==> src/rtl/cosim_mmio_arbiter_pkg.sv <==
// MMIO event bundle shared by the device taps, FIFOs and the cosim channel.
package MMIOStruct;

    typedef struct packed {
        logic        store;
        logic [2:0]  len;
        logic [31:0] val;
        logic [31:0] addr;
    } MMIOPack;

    typedef struct packed {
        logic [2:0]  len;
        logic [31:0] val;
        logic [31:0] addr;
    } MMIOData;

    localparam int MMIO_NSRC = 4;

    typedef logic [1:0] MMIOSrcIdx;

    function automatic MMIOData mmio_strip(input MMIOPack p);
        return '{len: p.len, val: p.val, addr: p.addr};
    endfunction

endpackage

==> src/rtl/cosim_mmio_arbiter_fifo.sv <==
// Per-source event FIFO: circular buffer with occupancy counter.
module cosim_mmio_fifo
    import MMIOStruct::*;
#(
    parameter int DEPTH = 4
) (
    input  logic    clk,
    input  logic    rst,
    input  logic    i_push,
    input  logic    i_pop,
    input  MMIOData i_data,
    output MMIOData o_data,
    output logic    o_full,
    output logic    o_empty
);

    localparam int AW = $clog2(DEPTH);

    MMIOData        r_mem [DEPTH];
    logic [AW-1:0]  r_wptr;
    logic [AW-1:0]  r_rptr;
    logic [AW:0]    r_count;

    assign o_data  = r_mem[r_rptr];
    assign o_full  = (r_count == (AW+1)'(DEPTH));
    assign o_empty = (r_count == '0);

    // Storage carries no reset; occupancy alone decides validity.
    always_ff @(posedge clk) begin
        if (i_push) begin
            r_mem[r_wptr] <= i_data;
        end
    end

    always_ff @(posedge clk or posedge rst) begin
        if (rst) begin
            r_wptr  <= '0;
            r_rptr  <= '0;
            r_count <= '0;
        end else begin
            if (i_push) begin
                r_wptr <= r_wptr + 1'b1;
            end
            if (i_pop) begin
                r_rptr <= r_rptr + 1'b1;
            end
            case ({i_push, i_pop})
                2'b10:   r_count <= r_count + 1'b1;
                2'b01:   r_count <= r_count - 1'b1;
                default: r_count <= r_count;
            endcase
        end
    end

endmodule

==> src/rtl/cosim_mmio_arbiter.sv <==
// Serialises device MMIO stores onto the cosim channel via per-source
// FIFOs and a round-robin grant into a registered valid/ready slot.
module cosim_mmio_arbiter
    import MMIOStruct::*;
#(
    parameter int DEPTH = 4
) (
    input  logic       clk,
    input  logic       rst,
    input  MMIOPack    timer_mmio,
    input  MMIOPack    disp_mmio,
    input  MMIOPack    uart_mmio,
    input  MMIOPack    mmuer_mmio,
    input  logic       cosim_ready,
    output MMIOPack    cosim_mmio,
    output logic [3:0] overflow,
    output logic       busy
);

    MMIOPack   w_src   [MMIO_NSRC];
    MMIOData   w_head  [MMIO_NSRC];
    logic [3:0] w_full;
    logic [3:0] w_empty;
    logic [3:0] w_req;
    logic [3:0] w_push;
    logic [3:0] w_pop;
    logic       w_free;
    logic       w_take;
    MMIOSrcIdx  w_grant;
    MMIOSrcIdx  w_idx;

    MMIOPack    r_out;
    MMIOSrcIdx  r_rr_ptr;
    logic [3:0] r_overflow;

    assign w_src[0] = timer_mmio;
    assign w_src[1] = disp_mmio;
    assign w_src[2] = uart_mmio;
    assign w_src[3] = mmuer_mmio;

    assign w_req  = ~w_empty;
    assign w_free = !r_out.store || cosim_ready;
    assign w_take = w_free && (|w_req);

    // Scan from the farthest offset down so the nearest requester wins.
    always_comb begin
        w_grant = r_rr_ptr;
        w_idx   = r_rr_ptr;
        for (int k = MMIO_NSRC - 1; k >= 0; k--) begin
            w_idx = r_rr_ptr + MMIOSrcIdx'(k);
            if (w_req[w_idx]) begin
                w_grant = w_idx;
            end
        end
    end

    for (genvar i = 0; i < MMIO_NSRC; i++) begin : g_src
        assign w_pop[i]  = w_take && (w_grant == MMIOSrcIdx'(i));
        assign w_push[i] = w_src[i].store && (!w_full[i] || w_pop[i]);

        cosim_mmio_fifo #(
            .DEPTH (DEPTH)
        ) u_fifo (
            .clk     (clk),
            .rst     (rst),
            .i_push  (w_push[i]),
            .i_pop   (w_pop[i]),
            .i_data  (mmio_strip(w_src[i])),
            .o_data  (w_head[i]),
            .o_full  (w_full[i]),
            .o_empty (w_empty[i])
        );
    end

    always_ff @(posedge clk or posedge rst) begin
        if (rst) begin
            r_out      <= '0;
            r_rr_ptr   <= '0;
            r_overflow <= '0;
        end else begin
            if (w_take) begin
                r_out.store <= 1'b1;
                r_out.len   <= w_head[w_grant].len;
                r_out.val   <= w_head[w_grant].val;
                r_out.addr  <= w_head[w_grant].addr;
                r_rr_ptr    <= w_grant + 1'b1;
            end else if (w_free) begin
                r_out.store <= 1'b0;
            end
            for (int i = 0; i < MMIO_NSRC; i++) begin
                if (w_src[i].store && !w_push[i]) begin
                    r_overflow[i] <= 1'b1;
                end
            end
        end
    end

    assign cosim_mmio = r_out;
    assign overflow   = r_overflow;
    assign busy       = (|w_req) || r_out.store;

endmodule

==> config.mk <==
export PLATFORM = sky130hd
export DESIGN_NAME = cosim_mmio_arbiter
export DESIGN_NICKNAME = d
export VERILOG_FILES = /design/src/rtl/cosim_mmio_arbiter_pkg.sv /design/src/rtl/cosim_mmio_arbiter_fifo.sv /design/src/rtl/cosim_mmio_arbiter.sv
export SDC_FILE = /design/constraint.sdc
export NUM_CORES = 1
export LEC_CHECK = 0
export ABC_AREA = 1
export ABC_CLOCK_PERIOD_IN_PS = 4200
export CORE_MARGIN = 5
export CORE_UTILIZATION = 55
export CTS_BUF_LIST = sky130_fd_sc_hd__clkbuf_8
export CTS_CLUSTER_SIZE = 25
export DETAILED_ROUTE_END_ITERATION = 8
export PLACE_DENSITY_LB_ADDON = 0.15
export SYNTH_ARGS = -nofsm -noshare
export SYNTH_HDL_FRONTEND = slang
export SYNTH_HIERARCHICAL = 1
export SYNTH_SLANG_ARGS = --single-unit
==> constraint.sdc <==
create_clock -name clk -period 4.2 [get_ports clk]
set_clock_uncertainty 0.2 [all_clocks]
set_input_delay 0.84 -clock clk [delete_from_list [all_inputs] [get_ports clk]]
set_output_delay 0.84 -clock clk [all_outputs]
set_load 0.05 [all_outputs]
==> flow_summary.ini, run 1 <==
[pwr]
internal-power_mw = 26.5
power_frac_seq = 0.363
swShare = 0.456
p_leak_nw = 25.0
p_comb_frac = 0.453
switchingPower_mw = 22.2
ir_drop_mv = 0.678
power_density_mw_per_mm2 = 812
p_clk_frac = 0.185

[critical_path]
slowest_delay_ns = 0.44
critPathKind = flip-flop to output port
path_cells = nor3_1, nand4_1, buf_4, or2_2, dlymetal6s2s_1
crit_required_ns = 3.16
end_kind = output port
r2r_setup_slack_ns = 0.59
r2r_end = g_src[0].u_fifo/r_mem[0][57]
start_kind = flip-flop
rr_startpoint = g_src[3].u_fifo/r_count[0]
rr_worst_depth = 17
crit_path_max_fanout = 4
crit_slowest_cell = nor3_1
worstPathArrival_ns = 2.66

[placed_design]
hpwlAfterDp_um = 97800
numPortBuffers = 347
gp_congestion = 1.01
dpl_cell_area_mm2 = 0.0565

[timing]
holdWs_ns = 0.272
setup_tns_ns = 0
maxSlewHeadroom = 0.293
finalCritPeriodShare = 0.882
slew_violations = 0
max_freq_mhz = 270
setup_viol = 0
hold_viol = 0
final.min_clock_period_ns = 3.70
worstMarginPinSlew_ns = 1.06
grt_setup_unrepaired = false

[detailed_routing]
wire_per_inst_um = 23.0
drc = 0
viasPerCell = 5.36
drt_iter0_drc = 3577
vias = 33300
drt_first_pass_iters = 8
wl_um = 143000
drtAntennaViolNets = 0

[min_path]
hp-class = flip-flop to flip-flop
holdCritStartpoint = overflow[3]
hold_depth = 1
hold_end = overflow[3]

[finish]
final_cell_mix = 1387 x nand2_1, 1072 x edfxtp_1, 798 x inv_1
syn_to_final_growth_pct = 14.3
drive_gt1_frac = 0.140
nets = 5090
layout_commonest_cell = nand2_1
postLayoutCellArea_mm2 = 0.0599

[clock_network]
clk_latency_ns = 0.86
cts-buffers-inserted = 187
clockBufferDepth = 3
cts_hold_buf = 0
cts_tree = yes
htreeDepth = 4
clkTransAtPathRegs_ns = 0.06
cts-root-buf = clkbuf_8
cts_sinks = 1174

[yosys]
yosysUniqueCellTypes = 35
synth_flop_cell = edfxtp_1
yosysWarnings = 6
synthCells = 4419
synth_area_leader_cell = edfxtp_1
ys_seq_elements = 1174
synth_area_mm2 = 0.0524
synthArstFlopShare = 0.0869
synth_nets = 4718
yosysTopAreaCellShare = 0.614
ys_top_cells_by_area = edfxtp_1 61%, nand2_1 9.9%, o211ai_2 7.8%, inv_1 5.3%, dfrtp_1 4.9%
synth_area_per_cell_um2 = 11.9
seq_area_frac_synth = 0.663
synth_edf_count = 1072

[floorplan]
core_mm2 = 0.0947
num_rows = 113
die_x_um = 319
initial_core_util = 0.553
die_area_mm2 = 0.102
ios = 348
dieHeight_um = 319

[global_routing]
grt_pass1_wl_um = 208000
grt_pass1_vias = 32000
grt_usage = 0.276
grt_max_degree = 86
gr-total-overflow = 0
antenna_found_initial = 10

[run_status]
status = finished clean

[job]
drv_cap = 0
## metrics by stage
stage	cells	power [mW]	setup WS, ns	util
finish	6222	48.6	0.495	0.633
global route	6218	51.2	0.347	0.632
CTS	6215	48.5	0.0239	0.632
floorplan	4419	32.2	0.121	-
detailed placement	5865	39.5	0.573	0.596
global placement	5865	39.3	0.591	0.596
## sequential cells by signal, indices dropped and copies added (netlist names)
name                  cells
r_rr_ptr                  2
g_src.u_fifo/r_wptr       8
cosim_mmio               68
g_src.u_fifo/r_count     12
g_src.u_fifo/r_mem     1072
overflow                  4
g_src.u_fifo/r_rptr       8
## synth_stat cells (2+ instances only)
| library cell | number |
|---|---|
| a21boi_1 | 3 |
| buf_1 | 2 |
| buf_2 | 89 |
| buf_4 | 19 |
| buf_6 | 114 |
| buf_8 | 8 |
| clkbuf_1 | 20 |
| dfrtp_1 | 102 |
| edfxtp_1 | 1072 |
| fa_1 | 4 |
| ha_1 | 20 |
| inv_1 | 746 |
| inv_2 | 4 |
| inv_4 | 5 |
| nand2_1 | 1387 |
| nand2_2 | 4 |
| nand3_1 | 198 |
| nand3_2 | 2 |
| nand4_1 | 5 |
| nor2_1 | 26 |
| nor2_2 | 2 |
| nor3_1 | 8 |
| o211ai_1 | 209 |
| o211ai_2 | 328 |
| o21a_1 | 7 |
| o21ai_0 | 12 |
| xnor2_1 | 4 |
| xor2_1 | 12 |
## layout make-up
type | count | area [um2]
fill | 7419 | 34800
sequential | 1174 | 34800
multi-input combinational | 2238 | 12800
timing repair buffer | 435 | 4490
inverter | 755 | 2850
clock buffer | 191 | 2630
tap | 1265 | 1580
clock inverter | 157 | 790
antenna | 7 | 17.5
## what timing repair did
| action | CTS | global route |
|---|---|---|
| endpoints found under the setup margin | 1 | 1 |
| resized for setup | 1 | 2 |
| buffers inserted | 2 | 0 |
| pin swaps | 1 | 0 |
## critical path, delay by kind of cell (launching register included)
kind | cells | cell delay, ns
buffers and inverters | 2 | 0.51
flip-flops | 1 | 0.41
AND/OR/NAND/NOR | 3 | 0.89
## kinds of logic after synthesis
group | share of synthesized area
flops | 0.663
fa+ha+maj | 0.00630
simple gates | 0.123
buf+inv | 0.0939
xor+xnor | 0.00267
compound gates | 0.111
## metal layers
| layer | share of wire | global-route usage | vias to the layer above |
|---|---|---|---|
| met1 | 0.39 | 0.366 | 16100 |
| met4 | 0.037 | 0.106 | 6 |
| li1 | - | - | 15600 |
| met2 | 0.47 | 0.436 | 1355 |
| met5 | 0.00026 | 0 | - |
| met3 | 0.10 | 0.0815 | 230 |
## how the worst max path moves through the flow
stage / from / end / slack, ns / cells past startpoint
finish: g_src[3].u_fifo/r_count[0] / busy / 0.50 / 5
global route: g_src[3].u_fifo/r_count[0] / cosim_mmio[6] / 0.35 / 17
CTS: g_src[0].u_fifo/r_count[1] / busy / 0.02 / 5
detailed placement: g_src[1].u_fifo/r_count[0] / g_src[0].u_fifo/r_mem[0][9] / 0.57 / 17
global placement: g_src[1].u_fifo/r_count[0] / g_src[0].u_fifo/r_mem[0][9] / 0.59 / 17
floorplan: g_src[1].u_fifo/r_count[0] / g_src[1].u_fifo/r_mem[0][0] / 0.12 / 17
## power by group through the flow
stage	sequential, mW	combinational, mW	clock (mW)
finish	17.6	22.0	8.98
global route	17.8	23.6	9.72
CTS	17.6	21.8	9.14
detailed placement	17.8	21.8	0
global placement	17.7	21.5	0
floorplan	17.8	14.4	0
No activity file was read; power rests on OpenSTA's default activity.
==> inputs of run 2 (changes only) <==
- CORE_ASPECT_RATIO: default -> 1.2
==> flow_summary.ini, run 2 (synthesis gave the netlist of run 1 again) <==
[pwr]
power_density_mw_per_mm2 = 808
ir_drop_mv = 0.622
p_comb_frac = 0.463
swShare = 0.456
switchingPower_mw = 22.0
p_clk_frac = 0.178
p_leak_nw = 24.9
power_frac_seq = 0.359
internal-power_mw = 26.3

[floorplan]
core_mm2 = 0.0950
die_area_mm2 = 0.102
initial_core_util = 0.552
dieHeight_um = 348
ios = 348
num_rows = 124
die_x_um = 292

[timing]
worstMarginPinSlew_ns = 1.02
finalCritPeriodShare = 0.980
setup_tns_ns = 0
layout_setup_ws_ns = 0.0856
grt_setup_unrepaired = false
max_freq_mhz = 243
maxSlewHeadroom = 0.321
hold_viol = 0
slew_violations = 0
final.min_clock_period_ns = 4.11
setup_viol = 0
holdWs_ns = 0.283

[critical_path]
critPathKind = flip-flop to output port
crit_path_max_fanout = 4
worstPathArrival_ns = 3.07
start_kind = flip-flop
crit_required_ns = 3.16
end_kind = output port

[finish]
syn_to_final_growth_pct = 14.0
largest_reg_flops = 1072
fillers = 7512
drive_gt1_frac = 0.138
final_cell_mix = 1387 x nand2_1, 1072 x edfxtp_1, 788 x inv_1
regArea_mm2 = 0.0348
layout_commonest_cell = nand2_1
multi_input_area_mm2 = 0.0128
nets = 5080
regMostFlops = g_src.u_fifo/r_mem

[clock_network]
cts_sinks = 1174
clk_latency_ns = 0.82
clkTransAtPathRegs_ns = 0.07
clockBufferDepth = 3
cts-root-buf = clkbuf_8
cts_hold_buf = 0
cts-buffers-inserted = 179
cts_tree = yes
htreeDepth = 4

[global_routing]
gr-total-overflow = 0
grt_pass1_wl_um = 209000
grt_usage = 0.276
grt_max_degree = 84
antenna_found_initial = 17
grt_pass1_vias = 32400

[job]
drv_cap = 0

[placed_design]
pre_cts_slack_ns = 0.450
hpwlAfterDp_um = 98200
gp_congestion = 0.973
numPortBuffers = 347

[detailed_routing]
drt_iter0_drc = 3471
drtAntennaViolNets = 0
drc = 0
wl_um = 143000
viasPerCell = 5.42
vias = 33600
drt_first_pass_iters = 6
wire_per_inst_um = 23.1

[min_path]
hp-class = flip-flop to flip-flop

[run_status]
status = finished clean
run 2: cell types whose count changed in the layout (fill, tap and decap cells not counted), moves of 2 or more:
cell / before / now
diode_2: 7 / 11
buf_12: 28 / 34
clkbuf_8: 191 / 184
buf_4: 60 / 52
inv_6: 5 / 3
clkinv_2: 24 / 20
inv_1: 798 / 788
run 2: area by class of cell:
| type | instances | area share |
|---|---|---|
| multi-input cells | 2238 | 0.214 |
| repair buffers | 433 | 0.0760 |
| inverters | 755 | 0.0476 |
| clock buffers | 184 | 0.0424 |
| flip-flops and latches | 1174 | 0.582 |
| well taps | 1260 | 0.0264 |
| clock inverters | 141 | 0.0114 |
| diodes | 11 | 0.000460 |
run 2: timing repair:
action / in CTS / in global routing
setup buffers: 1 / 0
resized for setup: 0 / 2
pin swaps: 1 / 0
setup endpoints to repair: 1 / 1
run 2: power by group through the flow:
stage | logic [mW] | registers [mW] | clock network [mW]
2_1_floorplan | 14.4 | 17.8 | 0
3_3_place_gp | 22.0 | 17.4 | 0
3_5_place_dp | 22.2 | 17.5 | 0
4_1_cts | 22.2 | 17.3 | 8.78
5_1_grt | 24.0 | 17.5 | 9.35
6_report | 22.3 | 17.3 | 8.60
run 2: critical path: stages, from the launching register on:
cell,delay [ns]
dfrtp_1,0.42
nor3_1,0.48
nand4_1,0.16
buf_4,0.21
or2_2,0.28
clkdlybuf4s50_1,0.70
run 2: per-layer routing:
layer | GRT usage | part of all wire | vias to the layer above
met2 | 0.450 | 0.48 | 1380
li1 | - | - | 15600
met3 | 0.0745 | 0.086 | 267
met5 | 0 | 0.00055 | -
met4 | 0.120 | 0.046 | 10
met1 | 0.353 | 0.38 | 16300
run 2: through the flow:
stage                     cell area (um2)  instances  power [mW]  utilization
after CTS                           59700       6185        48.3        0.629
after global placement              56500       5859        39.4        0.595
after global routing                59800       6189        50.8        0.629
after floorplan                     52400       4419        32.2            -
final                               59800       6196        48.3        0.630
after detailed placement            56500       5859        39.7        0.595
run 2: worst paths after layout:
kind                                       startpoint                         end  slack, ns  cells after the start
setup reg to reg           g_src[3].u_fifo/r_count[0]              cosim_mmio[37]       0.28                     17
max in group asynchronous                         rst               cosim_mmio[8]       2.45                      3
setup / recovery           g_src[3].u_fifo/r_count[0]                        busy       0.09                      5
hold reg to reg                        cosim_mmio[41]              cosim_mmio[41]       0.28                      2
hold / removal                         cosim_mmio[41]              cosim_mmio[41]       0.28                      2
min in group asynchronous                         rst  g_src[2].u_fifo/r_count[2]       0.51                      2
